**config.mk**
```make
export PLATFORM = sky130hd
export DESIGN_NAME = spi_reg_writer_flat
export DESIGN_NICKNAME = d
export VERILOG_FILES = /design/src/rtl/spi_pkg.sv /design/src/rtl/spi_reg_writer_if.sv /design/src/rtl/spi_sclk_gen.sv /design/src/rtl/spi_reg_writer.sv /design/src/flat_wrapper.sv
export SDC_FILE = /design/constraint.sdc
export NUM_CORES = 1
export LEC_CHECK = 0
export CAP_MARGIN = 10
export CORE_ASPECT_RATIO = 1.2
export CORE_MARGIN = 4
export CORE_UTILIZATION = 30
export CTS_CLUSTER_SIZE = 14
export DETAILED_ROUTE_END_ITERATION = 16
export GPL_TIMING_DRIVEN = 0
export PLACE_DENSITY = 0.47
export RECOVER_POWER = 50
export SLEW_MARGIN = 40
export SYNTH_ARGS = -nofsm -noshare
export SYNTH_HDL_FRONTEND = slang
export SYNTH_SLANG_ARGS = --single-unit
```
**constraint.sdc**
```tcl
create_clock -name clk -period 1.7 [get_ports clk]
set_input_delay 0.34 -clock clk [delete_from_list [all_inputs] [get_ports clk]]
set_output_delay 0.34 -clock clk [all_outputs]
set_load 0.01 [all_outputs]
```
**src/rtl/spi_pkg.sv**
```systemverilog
// spi_pkg: frame constants and controller states shared by the SPI register writer and its peripheral
package spi_pkg;
    localparam int FRAME_W   = 16;
    localparam int ADDR_W    = 7;
    localparam int DATA_W    = 8;
    localparam int WRITE_BIT = 15;
    localparam int NUM_REGS  = 5;

    typedef enum logic [2:0] {IDLE, SETUP, SHIFT, HOLD, GAP, REJECT} state_t;
endpackage

```
**src/rtl/spi_reg_writer_if.sv**
```systemverilog
// spi_reg_writer_if: request handshake plus SPI pins of the register writer
interface spi_reg_writer_if;
    import spi_pkg::*;
    logic              req_valid;
    logic              req_ready;
    logic [ADDR_W-1:0] req_addr;
    logic [DATA_W-1:0] req_data;
    logic              sclk;
    logic              cs_n;
    logic              mosi;
    logic              busy;
    logic              done;
    logic              err;

    modport master (output req_valid, req_addr, req_data,
                    input  req_ready, sclk, cs_n, mosi, busy, done, err);
    modport slave  (input  req_valid, req_addr, req_data,
                    output req_ready, sclk, cs_n, mosi, busy, done, err);
endinterface

```
**src/rtl/spi_sclk_gen.sv**
```systemverilog
// spi_sclk_gen: divides clk into sclk half-periods of CLK_DIV cycles while enabled
module spi_sclk_gen #(
    parameter int CLK_DIV = 4
) (
    input  logic clk,
    input  logic rst_n,
    input  logic en,
    output logic sclk,
    output logic rise,
    output logic fall
);
    localparam int CW = $clog2(CLK_DIV);
    localparam logic [CW-1:0] LAST = CW'(CLK_DIV - 1);

    logic [CW-1:0] cnt;
    logic          run;

    // The divider parks at LAST with sclk low, so the first enabled edge raises sclk.
    // rise marks the end of a low phase while running, fall the end of a high phase.
    assign rise = run && !sclk && cnt == LAST;
    assign fall = sclk && cnt == LAST;

    // Half-period counter toggling sclk each time it wraps
    always_ff @(posedge clk or negedge rst_n) begin
        if (!rst_n) begin
            sclk <= 1'b0;
            cnt  <= LAST;
            run  <= 1'b0;
        end else begin
            run <= en;
            if (!en) begin
                sclk <= 1'b0;
                cnt  <= LAST;
            end else if (cnt == LAST) begin
                sclk <= !sclk;
                cnt  <= '0;
            end else begin
                cnt <= cnt + 1'b1;
            end
        end
    end
endmodule

```
**src/rtl/spi_reg_writer.sv**
```systemverilog
// spi_reg_writer: serialises (addr, data) write requests as 16-bit mode-0 SPI frames
module spi_reg_writer
    import spi_pkg::*;
#(
    parameter int CLK_DIV  = 4,
    parameter int CS_SETUP = 2,
    parameter int CS_HOLD  = 2,
    parameter int IDLE_GAP = 8
) (
    input logic              clk,
    input logic              rst_n,
    spi_reg_writer_if.slave  bus
);
    localparam int TW = 16;

    state_t             state, state_n;
    logic [FRAME_W-1:0] sh, sh_n;
    logic [4:0]         bit_cnt, bit_n;
    logic [TW-1:0]      tcnt, tcnt_n;
    logic               rise, fall, on_bus;

    spi_sclk_gen #(.CLK_DIV(CLK_DIV)) u_sclk (
        .clk  (clk),
        .rst_n(rst_n),
        .en   (state_n == SHIFT),
        .sclk (bus.sclk),
        .rise (rise),
        .fall (fall)
    );

    assign on_bus = state_n inside {SETUP, SHIFT, HOLD};

    // Next state, frame shifting and phase counting; outputs are registered from these
    always_comb begin
        state_n = state;
        sh_n    = sh;
        bit_n   = bit_cnt;
        tcnt_n  = tcnt + 1'b1;
        case (state)
            IDLE: begin
                tcnt_n = '0;
                if (bus.req_valid) begin
                    sh_n            = {1'b0, bus.req_addr, bus.req_data};
                    sh_n[WRITE_BIT] = 1'b1;
                    bit_n           = '0;
                    state_n         = (bus.req_addr >= ADDR_W'(NUM_REGS)) ? REJECT : SETUP;
                end
            end
            SETUP: if (tcnt == TW'(CS_SETUP - 1)) begin
                state_n = SHIFT;
                tcnt_n  = '0;
            end
            SHIFT: begin
                if (fall) begin
                    bit_n = (bit_cnt == 5'(FRAME_W)) ? bit_cnt : bit_cnt + 5'd1;
                    if (bit_cnt < 5'(FRAME_W - 1)) sh_n = sh << 1;
                end
                if (rise && bit_cnt == 5'(FRAME_W)) begin
                    state_n = HOLD;
                    tcnt_n  = '0;
                end
            end
            HOLD: if (tcnt == TW'(CS_HOLD - 1)) begin
                state_n = GAP;
                tcnt_n  = '0;
            end
            GAP: if (tcnt == TW'(IDLE_GAP - 1)) state_n = IDLE;
            default: state_n = IDLE;
        endcase
    end

    // State, frame and registered outputs
    always_ff @(posedge clk or negedge rst_n) begin
        if (!rst_n) begin
            state         <= IDLE;
            sh            <= '0;
            bit_cnt       <= '0;
            tcnt          <= '0;
            bus.cs_n      <= 1'b1;
            bus.mosi      <= 1'b0;
            bus.req_ready <= 1'b1;
            bus.busy      <= 1'b0;
            bus.done      <= 1'b0;
            bus.err       <= 1'b0;
        end else begin
            state         <= state_n;
            sh            <= sh_n;
            bit_cnt       <= bit_n;
            tcnt          <= tcnt_n;
            bus.cs_n      <= !on_bus;
            bus.mosi      <= on_bus && sh_n[FRAME_W-1];
            bus.req_ready <= state_n == IDLE;
            bus.busy      <= state_n != IDLE;
            bus.done      <= state_n == REJECT || (state_n == GAP && tcnt_n == TW'(IDLE_GAP - 1));
            bus.err       <= state_n == REJECT;
        end
    end
endmodule

```
**src/flat_wrapper.sv**
```systemverilog
// flat-port wrapper written by rule: the top's interface ports become plain ports
module spi_reg_writer_flat import spi_pkg::*;
#(
    parameter int CLK_DIV  = 4,
    parameter int CS_SETUP = 2,
    parameter int CS_HOLD  = 2,
    parameter int IDLE_GAP = 8
)
  (clk, rst_n, bus_req_valid, bus_req_addr, bus_req_data, bus_req_ready, bus_sclk, bus_cs_n, bus_mosi, bus_busy, bus_done, bus_err);
  spi_reg_writer_if bus_i ();
  input logic clk;
  input logic rst_n;
  input wire logic [$bits(bus_i.req_valid)-1:0] bus_req_valid;
  input wire logic [$bits(bus_i.req_addr)-1:0] bus_req_addr;
  input wire logic [$bits(bus_i.req_data)-1:0] bus_req_data;
  output wire logic [$bits(bus_i.req_ready)-1:0] bus_req_ready;
  output wire logic [$bits(bus_i.sclk)-1:0] bus_sclk;
  output wire logic [$bits(bus_i.cs_n)-1:0] bus_cs_n;
  output wire logic [$bits(bus_i.mosi)-1:0] bus_mosi;
  output wire logic [$bits(bus_i.busy)-1:0] bus_busy;
  output wire logic [$bits(bus_i.done)-1:0] bus_done;
  output wire logic [$bits(bus_i.err)-1:0] bus_err;
  assign bus_i.req_valid = bus_req_valid;
  assign bus_i.req_addr = bus_req_addr;
  assign bus_i.req_data = bus_req_data;
  assign bus_req_ready = bus_i.req_ready;
  assign bus_sclk = bus_i.sclk;
  assign bus_cs_n = bus_i.cs_n;
  assign bus_mosi = bus_i.mosi;
  assign bus_busy = bus_i.busy;
  assign bus_done = bus_i.done;
  assign bus_err = bus_i.err;
  spi_reg_writer #(.CLK_DIV(CLK_DIV), .CS_SETUP(CS_SETUP), .CS_HOLD(CS_HOLD), .IDLE_GAP(IDLE_GAP)) u_core (.clk(clk), .rst_n(rst_n), .bus(bus_i));
endmodule
```
==> flow_summary_export.csv <==
group,metric,value,unit
critical_path,critPathKind,"flop to flop",
global_routing,antenna_found_initial,0,
logic_synthesis,ys.flop_type,"dfrtp_1",
detailed_routing,wl_met2,2970,um
logic_synthesis,ys_warn_count,0,
layout,final_common_cell,"nand2_1",
timing,rsz0062_at_grt,"true",
critical_path,worstPathRequired,1.89,ns
detailed_routing,via_per_inst,4.67,
timing,fin_skew,0.0154,ns
timing,final-setup-viol-count,11,
timing,worst_pin_slew,1.04,ns
critical_path,worst-path-max-fanout,6,
clock_network,cts_tree,"done",
clock_network,cts_buffer_depth,2,
critical_path,arrival,2.03,ns
pwr,share_seq_of_total_power,39.9,%
timing,fin_crit,1.84,ns
clock_network,h-tree-depth,2,
logic_synthesis,ys_seq_area_share,48.7,%
pwr,p_clk_share,18.2,%
detailed_routing,first_pass_iters,4,
run_status,status,"complete, but fails checks",
floorplan,die_w,92.7,um
pwr,ir_worst_vdd,471,uV
floorplan,die_h,110,um
timing,holdWs,0.482,ns
global_routing,grt_pass1_vias,1921,
placement,dp.cells,400,
layout,nets,341,
detailed_routing,drt-wirelength-per-cell,13.6,um
logic_synthesis,syn_area,0.00258,mm2
layout,utilization,42.8,%
layout,drive_gt1_share,33.3,%
detailed_routing,highest_layer,"met4",
pwr,switching_share,35.7,%
timing,timing.final.ws_setup,-0.139,ns
global_routing,globalRouteTotalUtil,12.1,%
logic_synthesis,synth_edf_count,0,
pwr,power.density,1320,mW/mm2
global_routing,grt_max_degree,34,
layout,design_area,0.00353,mm2
logic_synthesis,synthesis.nets,285,
detailed_routing,drt-met1-wl,2630,um
critical_path,rrSetupSlack,-0.14,ns
run,max_cap_violations,0,
pwr,p_sw,1660,uW
global_routing,overflow,0,
detailed_routing,antenna_left,0,
detailed_routing,drtIter0Drc,67,
placement,port_buffers,24,
floorplan,fp.coreArea,0.00824,mm2
layout,finalNonFillerCells,432,
clock_network,numCtsBuffers,5,
layout,fillers,820,
timing,fin_crit_sh,108,%
clock_network,root_buffer,"clkbuf_8",
timing,drv_slew,0,
timing,slew_headroom,31.0,%
floorplan,std_cell_rows,36,
floorplan,initial_core_util,31.3,%
clock_network,cts.sinks,50,
logic_synthesis,syn_inst,261,
placement,dp_hpwl,3990,um
detailed_routing,drc,0,
clock_network,clk_pin_slew,0.09,ns
detailed_routing,vias,2016,
floorplan,ios,25,
critical_path,cp-end-kind,"flop",
logic_synthesis,ys_seq_elements,50,
run_status,violations,"setup timing",
pwr,leakage,0.00147,uW
clock_network,insertion_delay,0.31,ns
layout,diodes,0,
global_routing,grt_pass1_wl,9760,um
critical_path,crit_path_start_kind,"flop",
pwr,internal_power,2980,uW
floorplan,dieArea,0.0102,mm2
timing,fmax,0.544,GHz
layout,final_cell_mix,"nand2_1 (44), dfrtp_1 (35), buf_4 (22), clkdlybuf4s50_1 (21), nor2_1 (16)",
hold_path,hp-class,"flop to flop",
placement,gp_congestion,0.738,
logic_synthesis,synth.avg_cell_area,9.88,um2
detailed_routing,wl_met3,217,um
logic_synthesis,synth.distinct_cells,49,
logic_synthesis,synthArstFlopShare,100,%
placement,place_area,0.00298,mm2
detailed_routing,drt_wl_total,5880,um
layout,syn_to_final_growth,36.8,%
pwr,p_comb_share,42.0,%
timing,hold_viol,0,
## worst max-delay path, stage by stage, from the launching register on
cell and delay (ns):
dfrtp_2 0.46, ha_4 0.15, and3_4 0.18, nand4_1 0.21
nor3_4 0.24, mux2i_1 0.20, a21oi_1 0.08, a41o_1 0.21
## power by group through the flow
stage          Combinational [uW]  Sequential (uW)  Clock (uW)
3_5_place_dp                 1350             1850           0
6_report                     1950             1850         844
4_1_cts                      2000             1830         887
3_3_place_gp                 1340             1850           0
5_1_grt                      2160             1900         932
2_1_floorplan                 856             1830           0
## cell families after synthesis
group                      count (synthesis)  synth area share, %
and+or+nand+nor                          130                 26.1
DFF                                       50                 48.7
AOI/OAI and AO/OA                         36                 11.0
xor gates and xnor gates                  19                 6.45
buffers and inverters                     17                 3.69
adders and majority gates                  6                 2.91
muxes                                      3                 1.16
## state kept, by name (all words and copies together) (netlist names)
register              count
u_core.sh                16
u_core.tcnt              16
u_core.bit_cnt            5
u_core.state              3
u_core.u_sclk.cnt         2
u_core.bus.busy           1
u_core.bus.cs_n           1
u_core.bus.done           1
u_core.bus.err            1
u_core.bus.mosi           1
u_core.bus.req_ready      1
u_core.u_sclk.run         1
u_core.u_sclk.sclk        1
## synth_stat cells (5+ instances only)
cell      n  share of area, %
and3_1    5               1.2
nand2_1  46               6.7
xnor2_1  12               4.1
nor2_1   31               4.5
ha_1      6               2.9
inv_1     7               1.0
dfrtp_1  46                45
a22oi_1  14               4.1
xor2_1    7               2.4
nand3_1  13               2.5
## what timing repair did
item                       in CTS  in global routing
resized for setup              48                 32
setup endpoints to repair      46                 42
hold buffers                    1                  0
setup buffers                  16                 10
hold endpoints to repair       15                  0
gates cloned                    1                  0
pin swaps                      22                 18
## metrics by stage
stage	total power (uW)	setup TNS, ns	setup slack [ns]
after floorplan	2680	0	0.0119
after global placement	3180	-73.44	-1.30
after detailed placement	3200	-11.06	-0.577
after CTS	4710	-1.38	-0.140
after global routing	4990	-4.01	-0.201
final	4640	-0.512	-0.139
## routing by layer
| metal | global-route usage [%] | up-vias |
|---|---|---|
| met2 | 20.6 | 24 |
| met5 | 0 | - |
| met4 | 3.14 | 0 |
| met3 | 3.15 | 5 |
| li1 | - | 1005 |
| met1 | 15.4 | 982 |
## final timing paths
| path | start | to | cells after the start |
|---|---|---|---|
| min in group asynchronous | rst_n | u_core.bit_cnt[1]$_DFFE_PN0P_ | 2 |
| worst max register to register | u_core.tcnt[0]$_DFF_PN0_ | u_core.bus.done$_DFF_PN0_ | 7 |
| worst max-delay path | u_core.tcnt[0]$_DFF_PN0_ | u_core.bus.done$_DFF_PN0_ | 7 |
| max in group asynchronous | rst_n | u_core.bus.req_ready$_DFF_PN1_ | 3 |
| worst min register to register | u_core.sh[3]$_DFFE_PN0P_ | u_core.sh[3]$_DFFE_PN0P_ | 2 |
| worst min-delay path | u_core.sh[3]$_DFFE_PN0P_ | u_core.sh[3]$_DFFE_PN0P_ | 2 |
## cell type report
class	instances	area [um2]	share of cell area (%)
plain buffers	7	67.6	1.91
repair buffers	52	482	13.6
well taps	114	143	4.04
flip-flops and latches	50	1270	36.0
multi-input cells	194	1430	40.6
inverters	7	26.3	0.744
clock buffers	6	72.6	2.06
clock inverters	2	37.5	1.06
(Power assumes the default switching activity.)
